File: config.mk
export PLATFORM = sky130hd
export DESIGN_NAME = pipe_stage_skid_reg
export DESIGN_NICKNAME = d
export VERILOG_FILES = /design/src/rtl/pipe_stage_skid_reg_pkg.sv /design/src/rtl/pipe_stage_skid_reg_slot.sv /design/src/rtl/pipe_stage_skid_reg.sv
export SDC_FILE = /design/constraint.sdc
export NUM_CORES = 1
export LEC_CHECK = 0
export CORE_AREA = 2 2 319 321
export DETAILED_ROUTE_END_ITERATION = 10
export DIE_AREA = 0 0 321 323
export GPL_TIMING_DRIVEN = 0
export SLEW_MARGIN = 15
export SYNTH_ARGS = -nofsm -noshare
export SYNTH_HDL_FRONTEND = slang
export SYNTH_HIERARCHICAL = 1
export SYNTH_SLANG_ARGS = --single-unit
File: constraint.sdc
create_clock -name clk -period 24.7 [get_ports clk]
set_input_delay 4.94 -clock clk [delete_from_list [all_inputs] [get_ports clk]]
set_output_delay 4.94 -clock clk [all_outputs]
set_load 0.02 [all_outputs]
File: src/rtl/pipe_stage_skid_reg_pkg.sv
// rtl/pipe_stage_skid_reg_pkg.sv - control-word layout and shared constants for pipeline stage registers
package pipe_stage_skid_reg_pkg;

  localparam int PIPE_CTRL_W = 24;

  // Control-word bit positions; any set enable bit marks a live instruction.
  localparam int RF_WENA      = 0;
  localparam int HI_WENA      = 1;
  localparam int LO_WENA      = 2;
  localparam int DMEM_WENA    = 3;
  localparam int DMEM_ENA     = 4;
  localparam int SEL_LSB      = 5;
  localparam int SEL_W        = 14;
  localparam int RF_WADDR_LSB = 19;
  localparam int RF_WADDR_W   = 5;

  localparam logic RST_ENABLED   = 1'b1;
  localparam logic WRITE_ENABLED = 1'b1;

  localparam logic [PIPE_CTRL_W-1:0] BUBBLE = '0;

  function automatic logic is_bubble(input logic [PIPE_CTRL_W-1:0] ctrl);
    return ctrl == BUBBLE;
  endfunction

endpackage

File: src/rtl/pipe_stage_skid_reg_slot.sv
// rtl/pipe_stage_skid_reg_slot.sv - one valid+ctrl+data slot with load and clear-to-bubble
module pipe_slot_reg
  import pipe_stage_skid_reg_pkg::*;
#(
  parameter int DATA_W = 384,
  parameter int CTRL_W = PIPE_CTRL_W
) (
  input  logic              clk,
  input  logic              rst,
  input  logic              load_i,
  input  logic              clear_i,
  input  logic [DATA_W-1:0] data_i,
  input  logic [CTRL_W-1:0] ctrl_i,
  output logic              valid_o,
  output logic [DATA_W-1:0] data_o,
  output logic [CTRL_W-1:0] ctrl_o
);

  logic              valid_q, valid_d;
  logic [DATA_W-1:0] data_q, data_d;
  logic [CTRL_W-1:0] ctrl_q, ctrl_d;

  // Clear wins over load so a flush always kills a concurrent transfer; data is left alone.
  always_comb begin
    valid_d = valid_q;
    data_d  = data_q;
    ctrl_d  = ctrl_q;
    if (clear_i) begin
      valid_d = 1'b0;
      ctrl_d  = '0;
    end else if (load_i) begin
      valid_d = 1'b1;
      data_d  = data_i;
      ctrl_d  = ctrl_i;
    end
  end

  always_ff @(posedge clk or posedge rst) begin
    if (rst) begin
      valid_q <= 1'b0;
      data_q  <= '0;
      ctrl_q  <= '0;
    end else begin
      valid_q <= valid_d;
      data_q  <= data_d;
      ctrl_q  <= ctrl_d;
    end
  end

  assign valid_o = valid_q;
  assign data_o  = data_q;
  assign ctrl_o  = ctrl_q;

endmodule

File: src/rtl/pipe_stage_skid_reg.sv
// rtl/pipe_stage_skid_reg.sv - generic valid/ready pipeline stage with optional two-entry skid buffer
module pipe_stage_skid_reg
  import pipe_stage_skid_reg_pkg::*;
#(
  parameter int DATA_W = 384,
  parameter int CTRL_W = PIPE_CTRL_W,
  parameter int SKID   = 1
) (
  input  logic              clk,
  input  logic              rst,
  input  logic              flush,
  input  logic              in_valid,
  output logic              in_ready,
  input  logic [DATA_W-1:0] in_data,
  input  logic [CTRL_W-1:0] in_ctrl,
  output logic              out_valid,
  input  logic              out_ready,
  output logic [DATA_W-1:0] out_data,
  output logic [CTRL_W-1:0] out_ctrl,
  output logic [1:0]        occupancy
);

  logic              accept, issue;
  logic              main_load, main_clear, skid_load, skid_clear;
  logic              skid_valid;
  logic [DATA_W-1:0] skid_data, main_data_in;
  logic [CTRL_W-1:0] skid_ctrl, main_ctrl_in;

  assign accept = in_valid & in_ready;
  assign issue  = out_valid & out_ready;

  // A pending skid entry always drains into main first, which keeps FIFO order.
  assign main_load    = (skid_valid & issue) | (accept & (~out_valid | issue));
  assign main_clear   = flush | (issue & ~skid_valid & ~accept);
  assign skid_load    = accept & out_valid & ~issue;
  assign skid_clear   = flush | (issue & skid_valid);
  assign main_data_in = skid_valid ? skid_data : in_data;
  assign main_ctrl_in = skid_valid ? skid_ctrl : in_ctrl;

  pipe_slot_reg #(.DATA_W(DATA_W), .CTRL_W(CTRL_W)) u_main (
    .clk     (clk),
    .rst     (rst),
    .load_i  (main_load),
    .clear_i (main_clear),
    .data_i  (main_data_in),
    .ctrl_i  (main_ctrl_in),
    .valid_o (out_valid),
    .data_o  (out_data),
    .ctrl_o  (out_ctrl)
  );

  generate
    if (SKID != 0) begin : g_skid
      pipe_slot_reg #(.DATA_W(DATA_W), .CTRL_W(CTRL_W)) u_skid (
        .clk     (clk),
        .rst     (rst),
        .load_i  (skid_load),
        .clear_i (skid_clear),
        .data_i  (in_data),
        .ctrl_i  (in_ctrl),
        .valid_o (skid_valid),
        .data_o  (skid_data),
        .ctrl_o  (skid_ctrl)
      );
      // Ready comes straight from a flop, cutting the stall path through the pipe.
      assign in_ready = ~skid_valid;
    end else begin : g_no_skid
      assign skid_valid = 1'b0;
      assign skid_data  = '0;
      assign skid_ctrl  = '0;
      assign in_ready   = ~out_valid | out_ready;
    end
  endgenerate

  assign occupancy = {1'b0, out_valid} + {1'b0, skid_valid};

endmodule

==> results.md, run 1 <==
| Item | Value |
| --- | --- |
| Clk_skew | 10.9 ps |
| Initial antenna violation count | 38 |
| Number of cell instances on the worst register-to-register path | 10 |
| Unrepaired setup endpoints after global routing | false |
| Max-slew violation total from the final report | 0 |
| Slew Limit Headroom | 0.490 |
| H-tree level count | 3 |
| Number of global-route vias before repair | 25800 |
| Warnings from Yosys | 6 |
| Number of nets at the end of the flow | 3594 |
| Clk sink count | 818 |
| Net count after synthesis | 2665 |
| Iteration-0 DRC Markers | 683 |
| Standard cell core area | 101000 um2 |
| Antenna-violating nets left | 0 |
| Post-Synthesis Mean Instance Area | 17.3 um2 |
| Delay of the slowest cell on the worst path | 590 ps |
| Hold crit path type | reg2reg |
| Power density over the cells | 96.6 nW/um2 |
| CP dominant cell by count | buf_2 |
| Number of buffers created by CTS | 95 |
| Clock tree from TritonCTS | built |
| Setup_tns | 0 ps |
| Kind of cell adding the most delay to the critical path | buffers and inverters |
| Final Routed Wirelength | 117000 um |
| VDD IR-drop max | 56.7 uV |
| # hold bufs at CTS | 0 |
| First-pass GRT wire length | 173000 um |
| Global placer's final weighted congestion | 0.817 |
| Routed via count | 22600 |
| I/O pins | 825 |
| Mapped Area | 39000 um2 |
| Number of buffers inserted to repair setup after CTS | 0 |
| Die width | 321 um |
| Final setup violation count | 0 |
| Number of cell rows | 117 |
| Remaining global-route overflow | 0 |
| Routed wire per std cell | 25.5 um |
| Dominant cells by area after synthesis | dfrtp_1, mux2_4, mux2_2 |
| Sum of buffers and inverters on the critical path | 4 |
| Port bufs | 824 |
| Overall power consumption | 5.06 mW |
| Final Hold Fails | 0 |
| Effective utilization at floorplan | 0.388 |
| Crit path arrival time | 2590 ps |
| Fmax | 133 MHz |
| Number of cells on the critical path | 4 |
| # DRC | 0 |
| Crit Path Category | reg2out |
| Worst Max-Slew Pin Slew | 766 ps |
| Hold Path Cell Cnt | 1 |
| Post-CTS sizing | 0 |
| Leakage component of the power | 22.8 nW |
| CP cell instances | buf_2 -> buf_2 -> inv_1 -> clkdlybuf4s50_1 |
| Top-area cell type share of the netlist area | 0.524 |
| Cell at the slowest stage of the critical path | clkdlybuf4s50_1 |
| Sequential-to-total area share from yosys stat | 0.524 |
| Area grow syn2layout | 34.2% |
| Share of post-route cells with drive strength above 1 | 0.442 |
| Routed vias/inst | 4.93 |
| Capturing element type of the critical path | output pin |
| Critical path startpoint category | flip-flop |
| Crit Path Max Fanout | 10 |
| Fraction of the cycle the final worst path needs | 0.305 |
| Root buf cell | clkbuf_16 |
| Final critical delay including setup and external delays | 7530 ps |
| Clock slew seen by the registers of the worst setup and hold paths | 60 ps |
| Floorplan die area | 104000 um2 |
| Overall global routing resource usage | 0.221 |
| #FFs+latches synth | 818 |
| Clock latency reported for the late side of the worst-skew pair | 670 ps |
| HPWL after detailed placement | 84600 um |
| Pin count of the biggest net entering global routing | 101 |
| Max-capacitance violation count | 0 |
| Vert. Die Dim | 323 um |
| Buffer depth of the longest clock path | 3 |
| Post-Syn Instances | 2251 |
| Number of distinct library cells after synthesis | 20 |
| Biggest area consumer among synthesized cells | dfrtp_1 |
| Data required time at the worst endpoint | 19760 ps |
| Status | finished, final reports clean |
| DRT Pass-1 Iters | 4 |
==> final timing paths <==
| kind | slack (ps) | to | start |
|---|---|---|---|
| max | 17170 | in_ready | g_skid.u_skid/valid_o |
| min | 500 | g_skid.u_skid/data_o[164] | g_skid.u_skid/data_o[164] |
| max reg2reg | 21700 | u_main/data_o[229] | g_skid.u_skid/valid_o |
| min reg2reg | 500 | g_skid.u_skid/data_o[164] | g_skid.u_skid/data_o[164] |
| max in group asynchronous | 18270 | u_main/data_o[30] | rst |
| min in group asynchronous | 4900 | u_main/data_o[111] | rst |
==> synth_stat cells <==
| master | count |
|---|---|
| buf_2 | 13 |
| mux2_2 | 416 |
| buf_12 | 6 |
| nor2b_4 | 2 |
| or2_1 | 1 |
| nand2_1 | 1 |
| mux2_4 | 720 |
| nor2_1 | 52 |
| dfrtp_1 | 818 |
| a41o_1 | 1 |
| o21bai_1 | 1 |
| inv_1 | 4 |
| buf_6 | 49 |
| mux2i_1 | 48 |
| mux2_1 | 40 |
| ha_1 | 1 |
| clkbuf_1 | 4 |
| buf_8 | 72 |
| a22oi_1 | 1 |
| nor4b_2 | 1 |
==> cells in the final DEF, fill, tap and decap left out, drive strengths merged, types with 2 or more instances in the layout <==
cell type,Yosys,routed
dfrtp,818,818
buf,140,148
nor2b,2,2
diode,0,18
mux2,1176,1176
mux2i,48,48
inv,4,7
clkdlybuf4s50,0,824
bufinv,0,5
clkbuf,4,152
nor2,52,52
clkinv,0,18
==> routing by layer <==
metal	up-vias	wire length (um)	track usage
li1	9917	-	-
met1	11800	44800	0.253
met2	638	59200	0.380
met3	232	8100	0.0706
met4	40	4500	0.0954
met5	-	254	0
==> state kept, by name, summed over array words and instances (netlist names) <==
signal / count
u_main/valid_o: 1
g_skid.u_skid/ctrl_o: 24
g_skid.u_skid/data_o: 384
u_main/data_o: 384
g_skid.u_skid/valid_o: 1
u_main/ctrl_o: 24
==> layout make-up <==
cell class                 instances  area (um2)
buffer                           144        1830
inverter                           4        30.0
clock buffer                     148        2910
antenna                           18        45.0
fill                            8268       48300
multi-input combinational       1285       16700
timing repair buffer             832        8470
sequential                       818       20500
clock inverter                    26         267
tap                             1309        1640
==> report_power, final <==
| group | internal [mW] | switching [mW] |
|---|---|---|
| combinational | 0.981 | 0.658 |
| sequential | 1.75 | 0.241 |
| clock | 0.858 | 0.572 |
==> worst register-to-register path, cell delays in order (launching register included) <==
cell and delay, ps:
dfrtp_1 440, buf_2 400, buf_2 340, inv_1 150
a22oi_1 230, buf_6 180, nor2b_4 150, buf_6 180
buf_6 230, buf_8 230, mux2_4 340
==> per-stage QoR <==
step / instance area [um2] / worst slack [ps] / utilization / std cells / hold slack, ps
5_1_grt: 52400 / 17020 / 0.520 / 4583 / 511
3_3_place_gp: 48900 / 990 / 0.486 / 4384 / 484
3_5_place_dp: 49100 / 17350 / 0.488 / 4392 / 487
6_report: 52400 / 17170 / 0.520 / 4584 / 503
4_1_cts: 52300 / 17010 / 0.520 / 4566 / 504
2_1_floorplan: 39000 / 8380 / - / 2251 / 475
==> cell families after synthesis <==
family	share of synthesized area
AO/OA/AOI/OAI	0.000641
adder cells (fa/ha/maj)	0.000321
buffers and inverters	0.0474
flip-flops	0.524
multiplexers	0.421
AND/OR/NAND/NOR	0.00635
No activity file was read; power rests on OpenSTA's default activity.
==> run 2, diff against run 1 <==
CORE_AREA = 2 2 321 323   (was 2 2 319 321)
DIE_AREA = 0 0 323 325   (was 0 0 321 323)
clock period = 7.05 ns   (was 24.7 ns; I/O delays follow)
==> results.md, run 2 (synthesis results as in run 1) <==
| Item | Value | Change |
| --- | --- | --- |
| Max-capacitance violation count | 0 | unchanged |
| VDD IR-drop max | 227 uV | +300% |
| Overall global routing resource usage | 0.221 | -0.000495 |
| Crit path arrival time | 2570 ps | -20 ps |
| Number of global-route vias before repair | 25600 | -0.73% |
| Clk_skew | 25.2 ps | +14.3 ps |
| Iteration-0 DRC Markers | 793 | +16% |
| Number of instances in the placed design | 4473 | +1.8% |
| Standard cell core area | 101000 um2 | +0.58% |
| Most common cell after layout, fill and taps aside | clkdlybuf4s50_1 |  |
| Crit Path Category | reg2out |  |
| H-tree level count | 3 | unchanged |
| Flip-flop and latch area | 20500 um2 | unchanged |
| Effective utilization at floorplan | 0.385 | -0.00224 |
| Number of nets at the end of the flow | 3614 | +0.56% |
| Fraction of the cycle the final worst path needs | 0.565 |  |
| Number of buffers created by CTS | 93 | -2.1% |
| DRT Pass-1 Iters | 4 | unchanged |
| Antenna-violating nets left | 0 | unchanged |
| Hold crit path type | reg2reg |  |
| Unrepaired setup endpoints after global routing | false |  |
| Pin count of the biggest net entering global routing | 33 | -67% |
| Critical path startpoint category | flip-flop |  |
| Global placer's final weighted congestion | 0.847 | +3.7% |
| # hold bufs at CTS | 0 | unchanged |
| Routed vias/inst | 4.84 | -1.9% |
| Die width | 323 um | +0.62% |
| Remaining global-route overflow | 0 | unchanged |
| Post-layout worst setup margin | 3070 ps | -14100 ps |
| Post-CTS sizing | 0 | unchanged |
| HPWL after detailed placement | 87600 um | +3.5% |
| Capturing element type of the critical path | output pin |  |
| Clock tree from TritonCTS | built |  |
| First-pass GRT wire length | 174000 um | +0.84% |
| Routed wire per std cell | 25.1 um | -1.5% |
| Clock slew seen by the registers of the worst setup and hold paths | 60 ps | about the same |
| Worst-case setup slack after placement | 3310 ps | -14040 ps |
| Initial antenna violation count | 33 | -13% |
| Number of buffers inserted to repair setup after CTS | 0 | unchanged |
| Crit Path Max Fanout | 10 | unchanged |
| Port bufs | 824 | unchanged |
| Slew Limit Headroom | 0.474 | -0.0157 |
| Core occupancy in the finished layout | 0.523 | +0.00321 |
| Floorplan die area | 105000 um2 | +1.2% |
| Clock latency reported for the late side of the worst-skew pair | 680 ps | about the same |
| # DRC | 0 | unchanged |
| Area grow syn2layout | 35.8% |  |
| Fmax | 251 MHz |  |
| Final Routed Wirelength | 117000 um | +0.22% |
| Routed via count | 22600 | -0.11% |
| Top library cells by usage in the layout, fill and taps aside | clkdlybuf4s50_1, dfrtp_1, mux2_4 |  |
| Layout fillers | 8286 | +0.22% |
| Hold WS | 502 ps | -1.48 ps |
| Data required time at the worst endpoint | 5640 ps | -14120 ps |
| Clk sink count | 818 | unchanged |
| Share of post-route cells with drive strength above 1 | 0.448 | +0.00605 |
| Multi-input gate area | 16700 um2 | unchanged |
| Power density over the cells | 339 nW/um2 | +250% |
| I/O pins | 825 | unchanged |
| Final setup violation count | 0 | unchanged |
| Worst Max-Slew Pin Slew | 788 ps | +22.0 ps |
| Setup_tns | 0 ps | unchanged |
| Status | finished, final reports clean |  |
| Layout Cells excl Fill | 4666 | +1.8% |
| Vert. Die Dim | 325 um | +0.62% |
| Max-slew violation total from the final report | 0 | unchanged |
| Root buf cell | clkbuf_16 |  |
| Number of cell rows | 117 | unchanged |
| Final critical delay including setup and external delays | 3980 ps |  |
| Final Hold Fails | 0 | unchanged |
| Buffer depth of the longest clock path | 3 | unchanged |
| Leakage component of the power | 23.0 nW | +1.1% |
==> run 2: worst paths after layout <==
| kind | from | to | slack, ps | cells past startpoint |
|---|---|---|---|---|
| hold reg to reg | g_skid.u_skid/data_o[109] | g_skid.u_skid/data_o[109] | 500 | 1 |
| setup / recovery | g_skid.u_skid/valid_o | in_ready | 3070 | 4 |
| hold / removal | g_skid.u_skid/data_o[109] | g_skid.u_skid/data_o[109] | 500 | 1 |
| max in group asynchronous | rst | u_main/data_o[166] | 4080 | 7 |
| min in group asynchronous | rst | g_skid.u_skid/data_o[20] | 1260 | 2 |
| setup reg to reg | g_skid.u_skid/valid_o | u_main/data_o[233] | 4050 | 10 |
==> run 2: through the flow <==
step	cell area, um2	power [mW]
2_1_floorplan	39000	10.3
3_3_place_gp	49000	12.6
3_5_place_dp	49600	12.8
4_1_cts	53000	18.2
5_1_grt	53000	18.8
6_report	53000	18.0
==> run 2: routing by layer <==
metal	global-route usage	wire length, um
met5	0	224
met4	0.0818	3940
met3	0.0677	7800
met2	0.380	59500
met1	0.258	45700
==> run 2: critical path, stage by stage (launching register included) <==
cell and delay (ps):
dfrtp_1 400, buf_2 390, buf_2 350, inv_1 180, clkdlybuf4s50_1 580
==> run 2: cell type report <==
class                      instances  area share
sequential                       818       0.386
buffer                           144      0.0346
timing repair buffer             854       0.167
tap                             1368      0.0323
inverter                           4    0.000425
multi-input combinational       1285       0.315
antenna                           18    0.000850
clock inverter                    42      0.0117
clock buffer                     133      0.0513
==> run 2: power by group <==
part / switching [mW] / internal (mW) / total (mW)
Sequential: 0.848 / 6.13 / 6.98
Combinational: 2.31 / 3.46 / 5.77
Clock: 2.06 / 3.17 / 5.23
==> run 3, diff against run 2 <==
clock period = 3.7 ns   (was 7.05 ns; I/O delays follow)
==> results of run 3 <==
Same layout as run 2 (identical final DEF). Status: finished, final reports clean.
Among the figures that moved: setup slack after placement 3310 ps -> 602 ps; setup slack after layout 3070 ps -> 389 ps; register-to-register setup slack 4050 ps -> 700 ps; total power 18.0 mW -> 34.3 mW; worst IR drop on VDD 227 uV -> 433 uV
